[src/rtl/loader_pkg.sv]
// loader_pkg: shared definitions for the program loader slice.
//   - state_t and ST_* constants: framing FSM encoding (plain logic constants
//     so existing code that compares raw state codes keeps working).
//   - SYNC_BYTE_DEFAULT: default frame start marker.
//   - LP_* : bit positions inside the core's load_program word.
//   - pack_load(): builds a load_program word with load_en set.
package loader_pkg;

  typedef logic [3:0] state_t;

  localparam state_t ST_IDLE    = 4'd0;
  localparam state_t ST_CNT_H   = 4'd1;
  localparam state_t ST_CNT_L   = 4'd2;
  localparam state_t ST_ADR_H   = 4'd3;
  localparam state_t ST_ADR_L   = 4'd4;
  localparam state_t ST_DAT_H   = 4'd5;
  localparam state_t ST_DAT_L   = 4'd6;
  localparam state_t ST_HOLD    = 4'd7;
  localparam state_t ST_CHK     = 4'd8;
  localparam state_t ST_RELEASE = 4'd9;
  localparam state_t ST_DONE    = 4'd10;
  localparam state_t ST_ERROR   = 4'd11;

  localparam logic [7:0] SYNC_BYTE_DEFAULT = 8'hA5;

  localparam int LP_EN_BIT   = 31;
  localparam int LP_ADDR_MSB = 27;
  localparam int LP_ADDR_LSB = 16;
  localparam int LP_DATA_MSB = 15;

  // Word presented to the core for one memory write; bits [30:28] stay zero.
  function automatic logic [31:0] pack_load(input logic [11:0] addr,
                                            input logic [15:0] data);
    logic [31:0] w;
    w                            = '0;
    w[LP_EN_BIT]                 = 1'b1;
    w[LP_ADDR_MSB:LP_ADDR_LSB]   = addr;
    w[LP_DATA_MSB:0]             = data;
    return w;
  endfunction

endpackage

[src/rtl/program_loader_if.sv]
// program_loader_if: byte stream handshake from the serial receiver.
//   rx_data  : received byte
//   rx_valid : rx_data is valid (source holds the byte until accepted)
//   rx_ready : sink accepts a byte; a transfer happens when both are high
// Modports: master = byte source, slave = loader.
interface program_loader_if;
  logic [7:0] rx_data;
  logic       rx_valid;
  logic       rx_ready;

  modport master (output rx_data, output rx_valid, input  rx_ready);
  modport slave  (input  rx_data, input  rx_valid, output rx_ready);
endinterface

[src/rtl/loader_hold_timer.sv]
// loader_hold_timer: down-counter shared by the HOLD and RELEASE phases.
//   clk, reset : clock, synchronous active-low reset
//   load       : load value into the counter this cycle
//   value      : cycles-minus-one to count
//   expired    : counter has reached zero (phase ends on this cycle)
module loader_hold_timer #(
  parameter int WIDTH = 2
) (
  input  logic             clk,
  input  logic             reset,
  input  logic             load,
  input  logic [WIDTH-1:0] value,
  output logic             expired
);

  logic [WIDTH-1:0] count;

  always_ff @(posedge clk) begin
    if (!reset) begin
      count <= '0;
    end else if (load) begin
      count <= value;
    end else if (count != '0) begin
      count <= count - WIDTH'(1);
    end
  end

  assign expired = (count == '0);

endmodule

[src/rtl/program_loader.sv]
// program_loader: decodes a framed program image from a byte stream, writes
// it into the 16-bit core through load_program and then sequences the core's
// reset so it restarts at PC 0 on a fully loaded memory.
// Frame (big-endian): SYNC, CNT_HI, CNT_LO, ADR_HI, ADR_LO, CNT x {DATA_HI, DATA_LO}
//   [, CHK when LOADER_CHECKSUM_EN is defined: XOR of all bytes after SYNC,
//      checksum included, must be 8'h00].
// Ports:
//   clk, reset   : clock, synchronous active-low reset
//   rx           : byte stream handshake (program_loader_if.slave)
//   load_program : {load_en, 3'b000, addr[11:0], data[15:0]} to the core
//   cpu_rst_n    : core reset, active-low; low until the first image is released
//   busy         : frame in progress
//   loaded       : last image has been released to the core
//   error        : checksum failure (always 0 without LOADER_CHECKSUM_EN)
//   words_loaded : words written in the current frame
// Optional feature macro: LOADER_CHECKSUM_EN.
module program_loader
  import loader_pkg::*;
#(
  parameter logic [7:0] SYNC_BYTE   = SYNC_BYTE_DEFAULT,
  parameter int         HOLD_CYCLES = 2,
  parameter int         RST_CYCLES  = 4
) (
  input  logic            clk,
  input  logic            reset,
  program_loader_if.slave rx,
  output logic [31:0]     load_program,
  output logic            cpu_rst_n,
  output logic            busy,
  output logic            loaded,
  output logic            error,
  output logic [11:0]     words_loaded
);

  localparam int TMR_MAX = (HOLD_CYCLES > RST_CYCLES) ? HOLD_CYCLES : RST_CYCLES;
  localparam int TMR_W   = (TMR_MAX > 2) ? $clog2(TMR_MAX) : 1;

  // State reached once the last data word (or ADR_L for an empty image) is done.
`ifdef LOADER_CHECKSUM_EN
  localparam state_t ST_TAIL = ST_CHK;
`else
  localparam state_t ST_TAIL = ST_RELEASE;
`endif

  state_t           state;
  logic [11:0]      count;
  logic [11:0]      cur_addr;
  logic [7:0]       data_hi;
  logic             accept;
  logic             is_sync;
  logic             hold_start;
  logic             go_release;
  logic             tmr_load;
  logic [TMR_W-1:0] tmr_value;
  logic             tmr_expired;
`ifdef LOADER_CHECKSUM_EN
  logic [7:0]       chk;
`endif

  // No byte is taken while a word is being held or the core is in reset.
  assign rx.rx_ready = reset && (state != ST_HOLD) && (state != ST_RELEASE);
  assign busy        = !(state inside {ST_IDLE, ST_DONE, ST_ERROR});
  assign accept      = rx.rx_valid && rx.rx_ready;
  assign is_sync     = accept && (rx.rx_data == SYNC_BYTE);
  assign hold_start  = (state == ST_DAT_L) && accept;

  always_comb begin
    // NOTE: give every always_comb output a default first; a path that leaves
    // it unassigned would infer a latch.
    go_release = 1'b0;
    case (state)
`ifdef LOADER_CHECKSUM_EN
      ST_CHK:   go_release = accept && ((chk ^ rx.rx_data) == 8'h00);
`else
      ST_ADR_L: go_release = accept && (count == '0);
      ST_HOLD:  go_release = tmr_expired && (words_loaded == count);
`endif
      default:  go_release = 1'b0;
    endcase
  end

  assign tmr_load  = hold_start || go_release;
  assign tmr_value = go_release ? TMR_W'(RST_CYCLES - 1) : TMR_W'(HOLD_CYCLES - 1);

  loader_hold_timer #(.WIDTH(TMR_W)) u_timer (
    .clk     (clk),
    .reset   (reset),
    .load    (tmr_load),
    .value   (tmr_value),
    .expired (tmr_expired)
  );

  // NOTE: sequential state uses non-blocking assignments so every register in
  // this block reacts to the pre-edge values of the others.
  always_ff @(posedge clk) begin
    if (!reset) begin
      state        <= ST_IDLE;
      count        <= '0;
      cur_addr     <= '0;
      data_hi      <= '0;
      load_program <= '0;
      cpu_rst_n    <= 1'b0;
      loaded       <= 1'b0;
      words_loaded <= '0;
`ifdef LOADER_CHECKSUM_EN
      chk          <= '0;
      error        <= 1'b0;
`endif
    end else begin
      case (state)
        // cpu_rst_n is left alone here: after a release it stays high while
        // reloading because load_en overrides execution in the core.
        ST_IDLE, ST_DONE, ST_ERROR: begin
          if (is_sync) begin
            state        <= ST_CNT_H;
            loaded       <= 1'b0;
            words_loaded <= '0;
`ifdef LOADER_CHECKSUM_EN
            chk          <= '0;
            error        <= 1'b0;
`endif
          end
        end
        ST_CNT_H: if (accept) begin
          count[11:8] <= rx.rx_data[3:0];
          state       <= ST_CNT_L;
        end
        ST_CNT_L: if (accept) begin
          count[7:0] <= rx.rx_data;
          state      <= ST_ADR_H;
        end
        ST_ADR_H: if (accept) begin
          cur_addr[11:8] <= rx.rx_data[3:0];
          state          <= ST_ADR_L;
        end
        ST_ADR_L: if (accept) begin
          cur_addr[7:0] <= rx.rx_data;
          state         <= (count == '0) ? ST_TAIL : ST_DAT_H;
        end
        // The previous word stays on load_program while waiting for bytes.
        ST_DAT_H: if (accept) begin
          data_hi <= rx.rx_data;
          state   <= ST_DAT_L;
        end
        ST_DAT_L: if (accept) begin
          load_program <= pack_load(cur_addr, {data_hi, rx.rx_data});
          words_loaded <= words_loaded + 12'd1;
          state        <= ST_HOLD;
        end
        ST_HOLD: if (tmr_expired) begin
          cur_addr <= cur_addr + 12'd1;
          state    <= (words_loaded == count) ? ST_TAIL : ST_DAT_H;
        end
`ifdef LOADER_CHECKSUM_EN
        ST_CHK: if (accept && !go_release) begin
          state        <= ST_ERROR;
          error        <= 1'b1;
          load_program <= '0;
          cpu_rst_n    <= 1'b0;
        end
`endif
        ST_RELEASE: if (tmr_expired) begin
          cpu_rst_n <= 1'b1;
          loaded    <= 1'b1;
          state     <= ST_DONE;
        end
        default: state <= ST_IDLE;
      endcase

`ifdef LOADER_CHECKSUM_EN
      if (accept && (state inside {ST_CNT_H, ST_CNT_L, ST_ADR_H, ST_ADR_L,
                                   ST_DAT_H, ST_DAT_L})) begin
        chk <= chk ^ rx.rx_data;
      end
`endif

      // Entering RELEASE drops load_en and asserts the core reset together.
      if (go_release) begin
        state        <= ST_RELEASE;
        load_program <= '0;
        cpu_rst_n    <= 1'b0;
      end
    end
  end

`ifndef LOADER_CHECKSUM_EN
  assign error = 1'b0;
`endif

endmodule

[src/flat_wrapper.sv]
// flat-port wrapper written by rule: the top's interface ports become plain ports
module program_loader_flat import loader_pkg::*;
#(
  parameter logic [7:0] SYNC_BYTE   = SYNC_BYTE_DEFAULT,
  parameter int         HOLD_CYCLES = 2,
  parameter int         RST_CYCLES  = 4
)
  (clk, reset, load_program, cpu_rst_n, busy, loaded, error, words_loaded, rx_rx_data, rx_rx_valid, rx_rx_ready);
  program_loader_if rx_i ();
  input  logic clk;
  input  logic reset;
  output logic [31:0] load_program;
  output logic cpu_rst_n;
  output logic busy;
  output logic loaded;
  output logic error;
  output logic [11:0] words_loaded;
  input wire logic [$bits(rx_i.rx_data)-1:0] rx_rx_data;
  input wire logic [$bits(rx_i.rx_valid)-1:0] rx_rx_valid;
  output wire logic [$bits(rx_i.rx_ready)-1:0] rx_rx_ready;
  assign rx_i.rx_data = rx_rx_data;
  assign rx_i.rx_valid = rx_rx_valid;
  assign rx_rx_ready = rx_i.rx_ready;
  program_loader #(.SYNC_BYTE(SYNC_BYTE), .HOLD_CYCLES(HOLD_CYCLES), .RST_CYCLES(RST_CYCLES)) u_core (.clk(clk), .reset(reset), .rx(rx_i), .load_program(load_program), .cpu_rst_n(cpu_rst_n), .busy(busy), .loaded(loaded), .error(error), .words_loaded(words_loaded));
endmodule
[config.mk]
export PLATFORM = sky130hd
export DESIGN_NAME = program_loader_flat
export DESIGN_NICKNAME = d
export VERILOG_FILES = /design/src/rtl/loader_pkg.sv /design/src/rtl/program_loader_if.sv /design/src/rtl/loader_hold_timer.sv /design/src/rtl/program_loader.sv /design/src/flat_wrapper.sv
export SDC_FILE = /design/constraint.sdc
export NUM_CORES = 1
export LEC_CHECK = 0
export ABC_AREA = 0
export ABC_CLOCK_PERIOD_IN_PS = 1800
export BUFFER_PORTS_ARGS = -buffer_cell sky130_fd_sc_hd__buf_2
export CAP_MARGIN = 20
export CORE_UTILIZATION = 45
export CTS_CLUSTER_SIZE = 25
export DETAILED_ROUTE_END_ITERATION = 8
export GPL_TIMING_DRIVEN = 1
export PLACE_DENSITY = 0.73
export SYNTH_ARGS = -nofsm -noshare
export SYNTH_HDL_FRONTEND = slang
export SYNTH_HIERARCHICAL = 1
export SYNTH_SLANG_ARGS = --single-unit
[constraint.sdc]
create_clock -name clk -period 1.8 [get_ports clk]
set_input_delay 0 -clock clk [delete_from_list [all_inputs] [get_ports clk]]
set_output_delay 0 -clock clk [all_outputs]
set_load 0.1 [all_outputs]
Word-level counts from Yosys, hierarchy flattened
Index checks and enable logic that the tools add are counted.

Add/sub/neg operators: 3. $mul: 0. Divide/modulo/power cells: 0. Order comparisons: 0. Eq/ne operators: 32. Shifts and indexed selects: 0. Multiplexer cells: 28. Bitwise gates (word level): 1. Reduce and logical (&&, ||, !) cells: 32.

Operators with widths (count): 2-to-1 mux 4 bit (13); 2-to-1 mux 12 bit (3); case mux 4 bit (9 select lines) (1); != test 3 x 1 -> 1 bit (second input constant) (9); adder 12 x 1 -> 12 bit (second input constant) (2); case mux 12 bit (2 select lines) (1); != test 2 x 1 -> 1 bit (second input constant) (9); AND reduction 9 bit (2); == test 4 x 3 -> 1 bit (second input constant) (4); case mux 8 bit (2 select lines) (1); == test 12 bit (1); == test 4 bit (second input constant) (3); zero test 12 bit (1); AND reduction 3 bit (4); nonzero test 2 bit (6); AND reduction 2 bit (5); == test 4 x 2 -> 1 bit (second input constant) (2); == test 8 bit (second input constant) (1); 2-to-1 mux 8 bit (1); case mux 4 bit (2 select lines) (1); logical AND 1 bit (7); 2-to-1 mux 2 bit (3); == test 4 x 1 -> 1 bit (second input constant) (1); zero test 4 bit (1); 12 further kinds (14).

Bits in registers: 81. Bits in latches: 0. Memory bits (writable): 0. ROM bits: 0. Bits of input ports: 11. Output and inout port bits: 49. Word-level logic and storage cells: 108. Memories kept: 0.

Longest topological paths before layout
Depth in word-level cells: 8. Mapped depth: 8. Gate-level depth less buffers: 7.

Modules after synthesis
Netlist, hierarchy kept.

By module, submodules not included: program_loader (instances 1, cells an instance 462, area each 3702.3 µm², sequential area each 1581.5 µm²); loader_hold_timer (instances 1, cells an instance 13, area each 123.9 µm², sequential area each 40.0 µm²).

Least setup slack after synthesis
OpenSTA, ideal clock, no wires.

Kind: register to output. From: register u_core.state[3]. To: output port rx_rx_ready. Data arrival time: 3031 ps. Required time: 1800 ps. Path slack: -1231 ps. Cell stages (with the launch flop): 5. Path through: dfxtp_1 and4b_1 clkbuf_1 clkbuf_1 nor3_1.

Cells in the longest elaborated chain, start to end: 3.

RTL lines: start, declared (line program_loader.sv:45) `state_t state;`; start signal, assigned (line program_loader.sv:138) `state <= (count == '0) ? ST_TAIL : ST_DAT_H;`; start signal, assigned (line program_loader.sv:152) `state <= (words_loaded == count) ? ST_TAIL : ST_DAT_H;`; != test 4 x 3 -> 1 bit (line program_loader.sv:61) `assign rx.rx_ready = reset && (state != ST_HOLD) && (state != ST_RELEASE);`; logical AND 1 bit (line program_loader.sv:61); logical AND 1 bit * (line program_loader.sv:61); end, declared (line flat_wrapper.sv:20) `output wire logic [$bits(rx_i.rx_ready)-1:0] rx_rx_ready;`.

Every way passes the cells marked *; elsewhere a longest branch is shown, timed or not.

Final worst setup path
From: register u_core.state[1]. To: register u_core.words_loaded[3].

Cells in the longest elaborated chain, start to end: 7.

RTL lines: != test 4 x 3 -> 1 bit (line program_loader.sv:61); logical AND 1 bit (2 in a row) (line program_loader.sv:61); logical AND 1 bit (line program_loader.sv:63) `assign accept = rx.rx_valid && rx.rx_ready;`; logical AND 1 bit (line program_loader.sv:64) `assign is_sync = accept && (rx.rx_data == SYNC_BYTE);`; != test 2 x 1 -> 1 bit (no line); AND reduction 3 bit (no line); end signal, assigned (line program_loader.sv:147) `words_loaded <= words_loaded + 12'd1;`; end, declared (line program_loader.sv:32) `output logic [11:0] words_loaded`.

Parallel ways exist; a longest one is shown, timed or not. A chain may end at the register's enable or synchronous reset.

==> summary.md <==
| Metric | Value |
|---|---|
| Antenna Violating Nets Remaining | 0 |
| Total number of placement rows | 33 |
| Synth area leaders | dfxtp_1 (42%), nand2_1 (8.3%), a21oi_1 (7.8%) |
| CTS tree | yes |
| Port Buffers | 55 |
| Clock slew at reported path FFs | 90 ps |
| Max VDD drop | 0.4280 mV |
| Die width | 94.21 um |
| WL final | 11350 um |
| Async S/R FF share, synth | 0% |
| Post-synthesis cell area | 3826 um2 |
| Residual DRC | 0 |
| Final Max Slew Viols | 0 |
| Core area | 8217 um2 |
| Slowest stage delay, CP | 480 ps |
| Crit-path slowest cell | or4_1 |
| Clock root buffer master | clkbuf_8 |
| Setup violations, final | 43 |
| Vias per inst | 5.768 |
| Number of warnings issued by yosys | 6 |
| Final count of hold timing violations | 0 |
| Setup Skew | 13.70 ps |
| FMAX | 527.8 MHz |
| Io pins | 60 |
| Minimum clock period | 1894 ps |
| Post-synthesis register bit count | 81 |
| Crit-path cells | or3_4 > a21oi_4 > buf_12 > a21oi_4 > or4_1 > a21oi_1 |
| Synth top cells by count | nand2_1 (85), dfxtp_1 (81), a21oi_1 (60) |
| Crit end category | flop |
| Initial core utilization | 46.57% |
| Ys flop type | dfxtp_1 |
| P_leak | 2.021 nW |
| Maxcap violations | 0 |
| Share of layout cells above drive strength 1 | 37.91% |
| Nets | 584 |
| First DRT Iteration DRCs | 361 |
| Via Count | 3922 |
| Vias in the first global route | 3541 |
| Worst-Margin Slew | 563.0 ps |
| Worst rel slew slack | 62.36% |
| Clk sinks | 81 |
| Failing checks | negative setup slack |
| Clk Latency, worst-skew pair | 350 ps |
| Post-synth top area cell | dfxtp_1 |
| Period utilization | 105.2% |
| H-Tree Depth | 3 |
| Total GRT Usage | 24.16% |
| Most common cell in the netlist | nand2_1 |
| PnR worst setup slack | -94.48 ps |
| First-pass GRT wire length | 16700 um |
| Die H | 94.21 um |
| Critical path class | reg -> reg |
| GRT overflow | 0 |
| RSZ-0062 raised after global routing | true |
| Startpoint types | flop |
| Mapped Cells | 475 |
| Share of the synthesized area in the top cell type | 42.38% |
| Hold_ws | 44.21 ps |
| CP arrival | 2160 ps |
| Worst Hold Class | in -> reg |
| Routed wire per std cell | 16.69 um |
| GPL Wtd Cong | 0.8907 |
| Mapped Avg Cell Area | 8.055 um2 |
| DRT Pass-1 Iters | 5 |
| Number of synthesized flops with an enable pin | 0 |
| Area grow syn2layout | 37.44% |
| Fill count | 671 |
| CTS max path bufs | 2 |
| Yosys cell types | 58 |
| CP max FO | 5 |
| Largest net degree at the start of global routing | 30 |
| Finished Core Util | 64.00% |
| Outcome | finished, violations left |
| Sequential area share after synthesis | 42.38% |
| # diodes | 0 |
| HPWL Detailed | 7048 um |
| Die area | 8876 um2 |
| Num CTS Buffers | 9 |
| CP dominant cell by count | a21oi_4 |
| Initial antenna violation count | 0 |
| Power Density | 910.6 nW/um2 |
| Critical path data required time | 2060 ps |
==> worst paths after layout <==
kind	from	slack, ps	end	cells past startpoint
max reg2reg	u_core/state[1]$_SDFFE_PP0P_	-90	u_core/words_loaded[3]$_SDFFE_PN0P_	6
max	u_core/state[1]$_SDFFE_PP0P_	-90	u_core/words_loaded[3]$_SDFFE_PN0P_	6
min	rx_rx_data[1]	40	u_core/count[1]$_SDFFE_PN0P_	4
min reg2reg	u_core/data_hi[7]$_SDFFE_PN0P_	470	u_core/load_program[15]$_SDFFE_PP0P_	2
==> kinds of logic (layout without fill, tap and decap cells) <==
logic type | Yosys count | in the layout | share of synthesized area, %
AOI/OAI and AO/OA | 116 | 117 | 18.15
xor gates and xnor gates | 13 | 13 | 2.976
adders and majority gates | 3 | 3 | 0.9811
buffers and inverters | 43 | 139 | 4.937
DFF | 81 | 81 | 42.38
muxes | 22 | 22 | 5.755
other | 2 | 5 | 0.1963
and+or+nand+nor | 195 | 195 | 24.62
==> critical path: cells and delay by family (launching register included) <==
| family | cells | cell delay (ps) |
|---|---|---|
| AND/OR/NAND/NOR | 2 | 850 |
| AO/OA/AOI/OAI | 3 | 450 |
| buffers and inverters | 1 | 150 |
| flip-flops | 1 | 370 |
==> sequential cells by signal, summed over array words and instances, names as in the netlist <==
register / cells
u_core/state: 4
u_core/data_hi: 8
u_core/count: 12
u_core/cur_addr: 12
u_core/u_timer/count: 2
u_core/load_program: 29
u_core/cpu_rst_n: 1
u_core/words_loaded: 12
u_core/loaded: 1
==> final cells by class <==
class	instances	area (um2)	area share, %
inverters	13	52.55	0.9993
repair buffers	110	799.5	15.20
well taps	105	131.4	2.498
flip-flops and latches	81	1683	32.00
clock buffers	11	152.6	2.903
clock inverters	5	85.08	1.618
multi-input cells	355	2355	44.78
==> through the flow <==
stage | instances | TNS (ps) | cell area (um2) | setup slack [ps] | total power (W)
2_1_floorplan | 478 | -2138 | 3926 | -388.1 | 0.002618
3_3_place_gp | 648 | -73.97 | 4517 | -31.48 | 0.002910
3_5_place_dp | 648 | -838.9 | 4517 | -105.8 | 0.002935
4_1_cts | 672 | -52.07 | 4892 | -15.59 | 0.004598
5_1_grt | 680 | -4738 | 5259 | -178.2 | 0.004958
6_report | 680 | -1436 | 5259 | -94.48 | 0.004788
==> layout by cell type, fill, tap and decap left out, types with 7 or more instances in the layout <==
cell / Yosys / final
nand2_1: 85 / 83
dfxtp_1: 81 / 58
buf_2: 3 / 53
buf_4: 4 / 42
nor2_1: 37 / 35
a21oi_2: 2 / 31
a21oi_1: 60 / 29
mux2i_1: 22 / 22
o21ai_0: 19 / 17
nand3_1: 14 / 14
dfxtp_4: 0 / 13
inv_1: 12 / 11
dfxtp_2: 0 / 10
clkbuf_8: 0 / 9
xnor2_1: 12 / 9
nand4_1: 9 / 9
or4_1: 9 / 9
buf_6: 1 / 7
o31ai_2: 1 / 7
==> power by group <==
group	switching (W)	internal, W	total [W]
Sequential	0.0000464	0.00183	0.00188
Clock	0.000692	0.000877	0.00157
Combinational	0.000774	0.000571	0.00134
==> metal layers <==
metal	global-route usage (%)	part of all wire, %	vias to the layer above	wire [um]
met3	3.398	5.4	29	613
met1	30.23	42	1868	4802
li1	-	-	1862	-
met5	0	0	-	0
met4	10.26	2.8	0	313
met2	41.12	50	163	5617
==> repair_timing <==
item	4_1_cts	5_1_grt
setup buffers	7	6
endpoints found under the setup margin	13	58
gates resized for setup	20	80
endpoints found under the hold margin	3	0
pin swaps	12	22
hold buffers	1	0
gates cloned	0	3
Note: power is estimated with default switching activity, not from simulation.
